## config.mk

```make
export PLATFORM = sky130hd
export DESIGN_NAME = uart_rx
export DESIGN_NICKNAME = d
export VERILOG_FILES = /design/src/rtl/uart_rx.sv
export SDC_FILE = /design/constraint.sdc
export NUM_CORES = 1
export LEC_CHECK = 0
export ABC_CLOCK_PERIOD_IN_PS = 2090
export CAP_MARGIN = 20
export CORE_UTILIZATION = 56
export DETAILED_ROUTE_END_ITERATION = 10
export PLACE_DENSITY_LB_ADDON = 0.3
export SLEW_MARGIN = 20
export SYNTH_ARGS = -nofsm -noshare
export SYNTH_HDL_FRONTEND = slang
export SYNTH_SLANG_ARGS = --single-unit
```

## constraint.sdc

```tcl
create_clock -name clk_i -period 2.09 [get_ports clk_i]
set_clock_uncertainty 0.05 [all_clocks]
set_input_delay 0.3135 -clock clk_i [delete_from_list [all_inputs] [get_ports clk_i]]
set_output_delay 0.3135 -clock clk_i [all_outputs]
set_load 0.02 [all_outputs]
```

## src/rtl/uart_rx.sv

```systemverilog
// 8N1 UART receiver that packs five consecutive bytes into one 40-bit command word.
// Define UART_RX_SYNC_EN to place a two-flop synchronizer in front of the receiver FSM.
module uart_rx #(
   parameter int CLK_FREQ     = 100_000_000,
   parameter int BAUD         = 115200,
   parameter int CLKS_PER_BIT = CLK_FREQ / BAUD
) (
   input  logic        clk_i,
   input  logic        rst_in,
   input  logic        rx_i,
   output logic [39:0] data_o,
   output logic        stb_o
);

   localparam int CW = $clog2(CLKS_PER_BIT + 1);
   localparam logic [CW-1:0] HALF_CNT = CW'(CLKS_PER_BIT / 2);
   localparam logic [CW-1:0] FULL_CNT = CW'(CLKS_PER_BIT - 1);

   typedef enum logic [1:0] {
      IDLE,
      START,
      DATA,
      STOP
   } state_t;

   logic rx_s;

`ifdef UART_RX_SYNC_EN
   logic [1:0] sync_reg;

   always_ff @(posedge clk_i) begin
      if (rst_in) begin
         sync_reg <= 2'b11;
      end else begin
         sync_reg <= {sync_reg[0], rx_i};
      end
   end

   assign rx_s = sync_reg[1];
`else
   assign rx_s = rx_i;
`endif

   state_t        state_reg, state_next;
   logic [CW-1:0] baud_reg, baud_next;
   logic [2:0]    bit_reg, bit_next;
   logic [7:0]    shift_reg, shift_next;
   logic [2:0]    byte_cnt_reg, byte_cnt_next;
   logic [31:0]   stage_reg;
   logic [39:0]   data_reg;
   logic          stb_reg;
   logic          accept;
   logic          word_done;

   always_ff @(posedge clk_i) begin
      if (rst_in) begin
         state_reg    <= IDLE;
         baud_reg     <= '0;
         bit_reg      <= '0;
         shift_reg    <= '0;
         byte_cnt_reg <= '0;
      end else begin
         state_reg    <= state_next;
         baud_reg     <= baud_next;
         bit_reg      <= bit_next;
         shift_reg    <= shift_next;
         byte_cnt_reg <= byte_cnt_next;
      end
   end

   always_comb begin
      state_next    = state_reg;
      baud_next     = baud_reg;
      bit_next      = bit_reg;
      shift_next    = shift_reg;
      byte_cnt_next = byte_cnt_reg;
      accept        = 1'b0;
      word_done     = 1'b0;

      case (state_reg)
         IDLE: begin
            baud_next = '0;
            if (!rx_s) begin
               state_next = START;
            end
         end

         START: begin
            if (baud_reg == HALF_CNT) begin
               baud_next = '0;
               if (!rx_s) begin
                  state_next = DATA;
                  bit_next   = '0;
               end else begin
                  state_next = IDLE;
               end
            end else begin
               baud_next = baud_reg + 1'b1;
            end
         end

         DATA: begin
            if (baud_reg == FULL_CNT) begin
               baud_next  = '0;
               shift_next = {rx_s, shift_reg[7:1]};
               if (bit_reg == 3'd7) begin
                  state_next = STOP;
               end else begin
                  bit_next = bit_reg + 1'b1;
               end
            end else begin
               baud_next = baud_reg + 1'b1;
            end
         end

         STOP: begin
            if (baud_reg == FULL_CNT) begin
               baud_next  = '0;
               state_next = IDLE;
               if (rx_s) begin
                  accept = 1'b1;
                  if (byte_cnt_reg == 3'd4) begin
                     byte_cnt_next = '0;
                     word_done     = 1'b1;
                  end else begin
                     byte_cnt_next = byte_cnt_reg + 1'b1;
                  end
               end else begin
                  // framing error: the whole partial word is abandoned
                  byte_cnt_next = '0;
               end
            end else begin
               baud_next = baud_reg + 1'b1;
            end
         end

         default: begin
            state_next = IDLE;
         end
      endcase
   end

   // The first four bytes are staged per lane; the fifth goes straight to the output word.
   generate
      for (genvar gi = 0; gi < 4; gi++) begin : g_lane
         always_ff @(posedge clk_i) begin
            if (rst_in) begin
               stage_reg[8*gi +: 8] <= '0;
            end else if (accept && (byte_cnt_reg == 3'(gi))) begin
               stage_reg[8*gi +: 8] <= shift_reg;
            end
         end
      end
   endgenerate

   always_ff @(posedge clk_i) begin
      if (rst_in) begin
         data_reg <= '0;
         stb_reg  <= 1'b0;
      end else begin
         stb_reg <= word_done;
         if (word_done) begin
            data_reg <= {shift_reg, stage_reg};
         end
      end
   end

   assign data_o = data_reg;
   assign stb_o  = stb_reg;

endmodule

```

==> flow_metrics.env, run 1 <==
export IMPL_status="completed"
export IMPL_synth_seq_cells=99
export IMPL_muxShareOfSynthArea_pct=10.5
export IMPL_drv_slew=0
export IMPL_grt_pass1_vias=3095
export IMPL_synth_area_top_cells="dfxtp_1 (49%), mux2i_1 (11%), nand4_1 (6.7%), a21oi_1 (5.4%), nand2_1 (5.1%)"
export IMPL_fillerInstances=547
export IMPL_nNetsFinal=495
export IMPL_drt_iter0_drc=161
export IMPL_startpoint_type="flip-flop"
export IMPL_cts_root_buf="clkbuf_8"
export IMPL_synth_largest_area_cell="dfxtp_1"
export IMPL_post_route_min_period_ns=1.94
export IMPL_fmax_mhz=515
export IMPL_synth_area_per_cell_um2=9.32
export IMPL_crit_required_ns=2.33
export IMPL_synth_cell_types=43
export IMPL_r2r_start="baud_reg[0]"
export IMPL_dieArea_mm2=0.00763
export IMPL_grt_max_degree=42
export IMPL_area_growth_synth_to_final_pct=19.9
export IMPL_first_pass_iters=4
export IMPL_synth_compound_area_share_pct=11.6
export IMPL_synth_xor_xnor_area_share_pct=1.72
export IMPL_drive_above_1_share_pct=11.3
export IMPL_multiInputGateArea_mm2=0.00192
export IMPL_clk_pin_slew_ns=0.10
export IMPL_postSynth_asyncResetShare_pct=0
export IMPL_finalHoldViolations=0
export IMPL_holdBufCountCts=0
export IMPL_cellLeakagePower_nw=1.68
export IMPL_maxCapViolCount=0
export IMPL_slew_headroom_pct=71.3
export IMPL_io_buffers=43
export IMPL_wl_um=9040
export IMPL_power_density_mw_per_mm2=669
export IMPL_path_class="flip-flop to flip-flop"
export IMPL_post_cts_buffers=0
export IMPL_start_util_pct=59.1
export IMPL_dieWidth_um=87.4
export IMPL_finalWorstSetupSlack_ns=0.148
export IMPL_detail_route_antenna_nets=0
export IMPL_synth_simple_area_share_pct=20.4
export IMPL_vias=3380
export IMPL_worst_pin_slew_ns=0.430
export IMPL_synth_nets=450
export IMPL_synth_flop_cell="dfxtp_1"
export IMPL_cts_max_level=3
export IMPL_n_antenna_cell=0
export IMPL_wl_per_cell_um=15.5
export IMPL_antenna_found_initial=0
export IMPL_grt_first_pass_wirelength_um=15100
export IMPL_peakVddDrop_mv=0.478
export IMPL_ys_seq_area_share_pct=48.6
export IMPL_syn_cell_area_mm2=0.00408
export IMPL_synthCells=438
export IMPL_place_ws_ns=0.0778
export IMPL_synth_edf_count=0
export IMPL_synth_top_family_by_area="simple AND/OR/NAND/NOR gates"
export IMPL_fin_crit_sh_pct=92.9
export IMPL_hold_start="stage_reg[13]"
export IMPL_grtUsageTotal_pct=25.7
export IMPL_tns_ns=0
export IMPL_finalSetupViolations=0
export IMPL_cp_startpoint="baud_reg[0]"
export IMPL_cts_sinks=99
export IMPL_dieHeight_um=87.4
export IMPL_regArea_mm2=0.00198
export IMPL_synth_fa_ha_area_share_pct=2.76
export IMPL_core_mm2=0.00691
export IMPL_ios=44
export IMPL_viasPerCell=5.79
export IMPL_yosys_warnings=0
export IMPL_cts_path_max_buffers=2
export IMPL_rsz0062_at_grt="false"
export IMPL_cts_resized=0
export IMPL_cts_buffers=9
export IMPL_crit_arrival_ns=2.19
export IMPL_worstPathMaxFanout=8
export IMPL_synth_top_area_share_pct=48.6
export IMPL_cts_tree="done"
export IMPL_grt_overflow_total=0
export IMPL_dp_hpwl_um=5990
export IMPL_min_path_type="flip-flop to flip-flop"
export IMPL_drc=0
export IMPL_crit_path_end_kind="flip-flop"
export IMPL_clk_latency_ns=0.37
export IMPL_rows=30
export IMPL_globalplace_congestion=0.830
export IMPL_largest_reg_flops=40
per-layer routing:
layer	vias up	share of wire (%)	GRT usage, %
met1	1607	45	35.0
met2	97	47	40.4
met4	0	2.4	12.1
li1	1656	-	-
met5	-	0	0
met3	20	5.0	3.51
through the flow:
stage | instance area [µm²] | power [mW] | instances | hold WS (ns) | util [%]
CTS | 4890 | 3.30 | 584 | 0.416 | 70.9
floorplan | 4080 | 1.98 | 438 | 0.385 | -
global route | 4890 | 3.38 | 584 | 0.439 | 70.9
detailed placement | 4680 | 2.01 | 568 | 0.398 | 67.8
global placement | 4680 | 2.01 | 568 | 0.393 | 67.8
finish | 4890 | 3.28 | 584 | 0.416 | 70.9
cells in the mapped netlist (3+ instances only):
library cell  count
a21oi_1          44
nand3_1          10
buf_1             3
dfxtp_1          99
nor2_1           14
xnor2_1           3
nand2_1          55
nor3_4            3
xor2_1            5
clkbuf_1         25
mux2i_1          43
o21ai_0          41
buf_4             5
ha_1              9
nand4_1          44
inv_1             4
cell families (layout without fill, tap and decap cells):
kind of cell,count (synthesis),after routing
buffers and inverters,40,90
AND/OR/NAND/NOR,148,148
AO/OA/AOI/OAI,91,91
XOR/XNOR,8,8
multiplexers,43,43
adder cells (fa/ha/maj),9,9
flip-flops,99,99
power by group:
| part | switching, mW | internal [mW] | total, mW |
|---|---|---|---|
| Sequential | 0.00270 | 1.89 | 1.89 |
| Combinational | 0.0568 | 0.0216 | 0.0784 |
| Clock | 0.695 | 0.612 | 1.31 |
| Total | 0.754 | 2.52 | 3.28 |
worst max-delay path: stages, from the launching register on:
cell and delay, ns:
dfxtp_1 0.34, ha_1 0.17, and4bb_1 0.44, nand3_4 0.20
nor3_4 0.23, buf_4 0.22, mux2i_1 0.22
final cells by class:
type                       count  area share (%)
clock inverter                 6            1.56
tap                           96            2.45
clock buffer                  10            2.81
timing repair buffer          69            13.0
sequential                    99            40.5
inverter                       5           0.383
multi-input combinational    299            39.3
path summary, 6_finish.rpt:
kind / endpoint / slack [ns] / cells after the start
worst max-delay path: stage_reg[11] / 0.15 / 6
worst min-delay path: stage_reg[13] / 0.42 / 2
worst max register to register: stage_reg[11] / 0.15 / 6
worst min register to register: stage_reg[13] / 0.42 / 2
placed cells by master, fill, tap and decap left out, drive strengths merged, types with 2 or more instances in the layout:
cell type	n
xor2	5
dfxtp	99
xnor2	3
o21ai	41
nor2b	2
inv	10
or3	2
nand2	55
and2	2
clkbuf	10
buf	26
a31oi	2
nor2	15
nand4	46
a21oi	44
clkdlybuf4s50	43
nand3	11
ha	9
and4bb	2
nor3	5
mux2i	43
(Power assumes the default switching activity.)
==> run 2: changes to the inputs <==
--- a/config.mk
+++ b/config.mk
@@ -10,6 +10,7 @@
 export CORE_UTILIZATION = 56
 export DETAILED_ROUTE_END_ITERATION = 10
 export PLACE_DENSITY_LB_ADDON = 0.3
+export SKIP_LAST_GASP = 1
 export SLEW_MARGIN = 20
 export SYNTH_ARGS = -nofsm -noshare
 export SYNTH_HDL_FRONTEND = slang
==> constraint.sdc (replaced) <==
create_clock -name clk_i -period 2.09 [get_ports clk_i]
set_clock_uncertainty 0.05 [all_clocks]
set_input_delay 0.418 -clock clk_i [delete_from_list [all_inputs] [get_ports clk_i]]
set_output_delay 0.418 -clock clk_i [all_outputs]
set_load 0.02 [all_outputs]
==> run 2 against run 1 <==
Compared with the run above: routed wire length rose by 3.7%; cell count rose by 0.68%; sequential power barely moved; count of clock-buffer cells in the layout did not move; worst hold slack barely moved; critical path depth did not move; register-to-register slack improved by 0.04 ns; sequential cell count did not move; sequential share of layout area fell by 0.55 points; non-clock buffer count rose by 4; clock power rose by 5%; first-iteration DRC count rose by 48%.
==> flow_metrics.env, run 2 (same netlist as run 1, synthesis figures left out) <==
export IMPL_nNetsFinal=499
export IMPL_cts_buffers=9
export IMPL_finalHoldViolations=0
export IMPL_layout_common_cells="dfxtp_1 (99), nand2_1 (55), nand4_1 (44), a21oi_1 (44)"
export IMPL_cts_root_buf="clkbuf_8"
export IMPL_crit_required_ns=2.33
export IMPL_detail_route_antenna_nets=0
export IMPL_grt_max_degree=42
export IMPL_worst_pin_slew_ns=0.386
export IMPL_first_pass_iters=5
export IMPL_cts_sinks=99
export IMPL_ff2ff_path_depth=6
export IMPL_io_buffers=43
export IMPL_place_area_mm2=0.00474
export IMPL_clk_latency_ns=0.36
export IMPL_hold_start="stage_reg[15]"
export IMPL_drc=0
export IMPL_status="completed"
export IMPL_tns_ns=0
export IMPL_fin_crit_sh_pct=91.0
export IMPL_drv_slew=0
export IMPL_rows=30
export IMPL_grt_overflow_total=0
export IMPL_slew_headroom_pct=74.3
export IMPL_final_common_cell="dfxtp_1"
export IMPL_cellLeakagePower_nw=1.71
export IMPL_vias=3429
export IMPL_cts_max_level=3
export IMPL_hold_path_depth=2
export IMPL_drive_above_1_share_pct=12.0
export IMPL_grtUsageTotal_pct=26.9
export IMPL_crit_path_end_kind="flip-flop"
export IMPL_post_cts_buffers=0
export IMPL_grt_first_pass_wirelength_um=15800
export IMPL_start_util_pct=59.1
export IMPL_wl_per_cell_um=15.9
export IMPL_ios=44
export IMPL_n_antenna_cell=0
export IMPL_dieHeight_um=87.4
export IMPL_post_route_min_period_ns=1.90
export IMPL_drt_iter0_drc=239
export IMPL_largest_reg_flops=40
export IMPL_min_path_type="flip-flop to flip-flop"
export IMPL_dieWidth_um=87.4
export IMPL_globalplace_congestion=0.864
export IMPL_antenna_found_initial=0
export IMPL_regToRegEndpoint="stage_reg[14]"
export IMPL_hold_path_end="stage_reg[15]"
export IMPL_crit_arrival_ns=2.14
export IMPL_rsz0062_at_grt="false"
export IMPL_worstPathMaxFanout=8
export IMPL_rrSetupSlack_ns=0.19
export IMPL_final_cell_area_mm2=0.00496
export IMPL_viasPerCell=5.83
export IMPL_core_mm2=0.00691
export IMPL_cts_tree="done"
export IMPL_path_class="flip-flop to flip-flop"
export IMPL_clk_pin_slew_ns=0.10
export IMPL_dieArea_mm2=0.00763
export IMPL_startpoint_type="flip-flop"
export IMPL_grt_pass1_vias=3311
export IMPL_cts_path_max_buffers=2
export IMPL_peakVddDrop_mv=0.495
export IMPL_area_growth_synth_to_final_pct=21.6
export IMPL_r2r_start="baud_reg[1]"
export IMPL_dp_hpwl_um=6150
export IMPL_maxCapViolCount=0
export IMPL_wl_um=9370
export IMPL_fmax_mhz=526
export IMPL_cp_startpoint="baud_reg[1]"
export IMPL_power_density_mw_per_mm2=673
export IMPL_finalSetupViolations=0
-- run 2: cell count changes in the layout (fill, tap and decap cells not counted) --
cell,before,now
buf_12,1,3
buf_4,25,27
clkinv_4,0,2
inv_6,4,2
and4bb_1,1,0
and4bb_4,1,2
bufinv_16,1,2
clkbuf_1,0,1
clkbuf_8,10,9
inv_8,1,0
-- run 2: worst max-delay path by stage --
stage,end,depth (start not counted)
floorplan,stage_reg[14],6
finish,stage_reg[14],6
CTS,data_o[34],6
detailed placement,stage_reg[17],5
global placement,stage_reg[16],5
global route,data_o[35],6
-- run 2: stage by stage --
stage	power, mW	setup WS (ns)	cells	util [%]	hold WS, ns
2_1_floorplan	1.98	0.228	438	-	0.385
3_3_place_gp	2.01	0.0672	572	68.6	0.394
3_5_place_dp	2.01	0.0216	572	68.6	0.398
4_1_cts	3.35	0.0516	588	71.8	0.417
5_1_grt	3.43	0.0613	588	71.8	0.436
6_report	3.34	0.188	588	71.8	0.416
-- run 2: per-layer routing --
layer,vias up,global-route usage [%],part of all wire [%]
li1,1660,-,-
met1,1648,35.7,46
met2,105,43.3,47
met3,16,3.41,4.4
met4,0,13.3,2.5
met5,-,0,0
-- run 2: power breakdown --
group	internal [mW]	switching [mW]	total, mW	leakage, nW
Sequential	1.89	0.00345	1.89	0.797
Combinational	0.0234	0.0567	0.0801	0.800
Clock	0.688	0.680	1.37	0.111
-- run 2: timing repair --
item	CTS	global route
resized for setup	0	2
endpoints found under the hold margin	0	0
endpoints found under the setup margin	0	49
hold buffers	0	0
-- run 2: worst max-delay path: stages (launching register included) --
cell	delay, ns
dfxtp_1	0.43
ha_1	0.21
and4bb_4	0.34
nand3_4	0.16
nor3_4	0.27
buf_12	0.16
mux2i_1	0.21
-- run 2: layout make-up --
type,instances,area [µm²]
inverter,5,18.8
tap,96,120
timing repair buffer,73,693
multi-input combinational,299,1930
fill,536,1940
clock inverter,6,95.1
sequential,99,1980
clock buffer,10,128
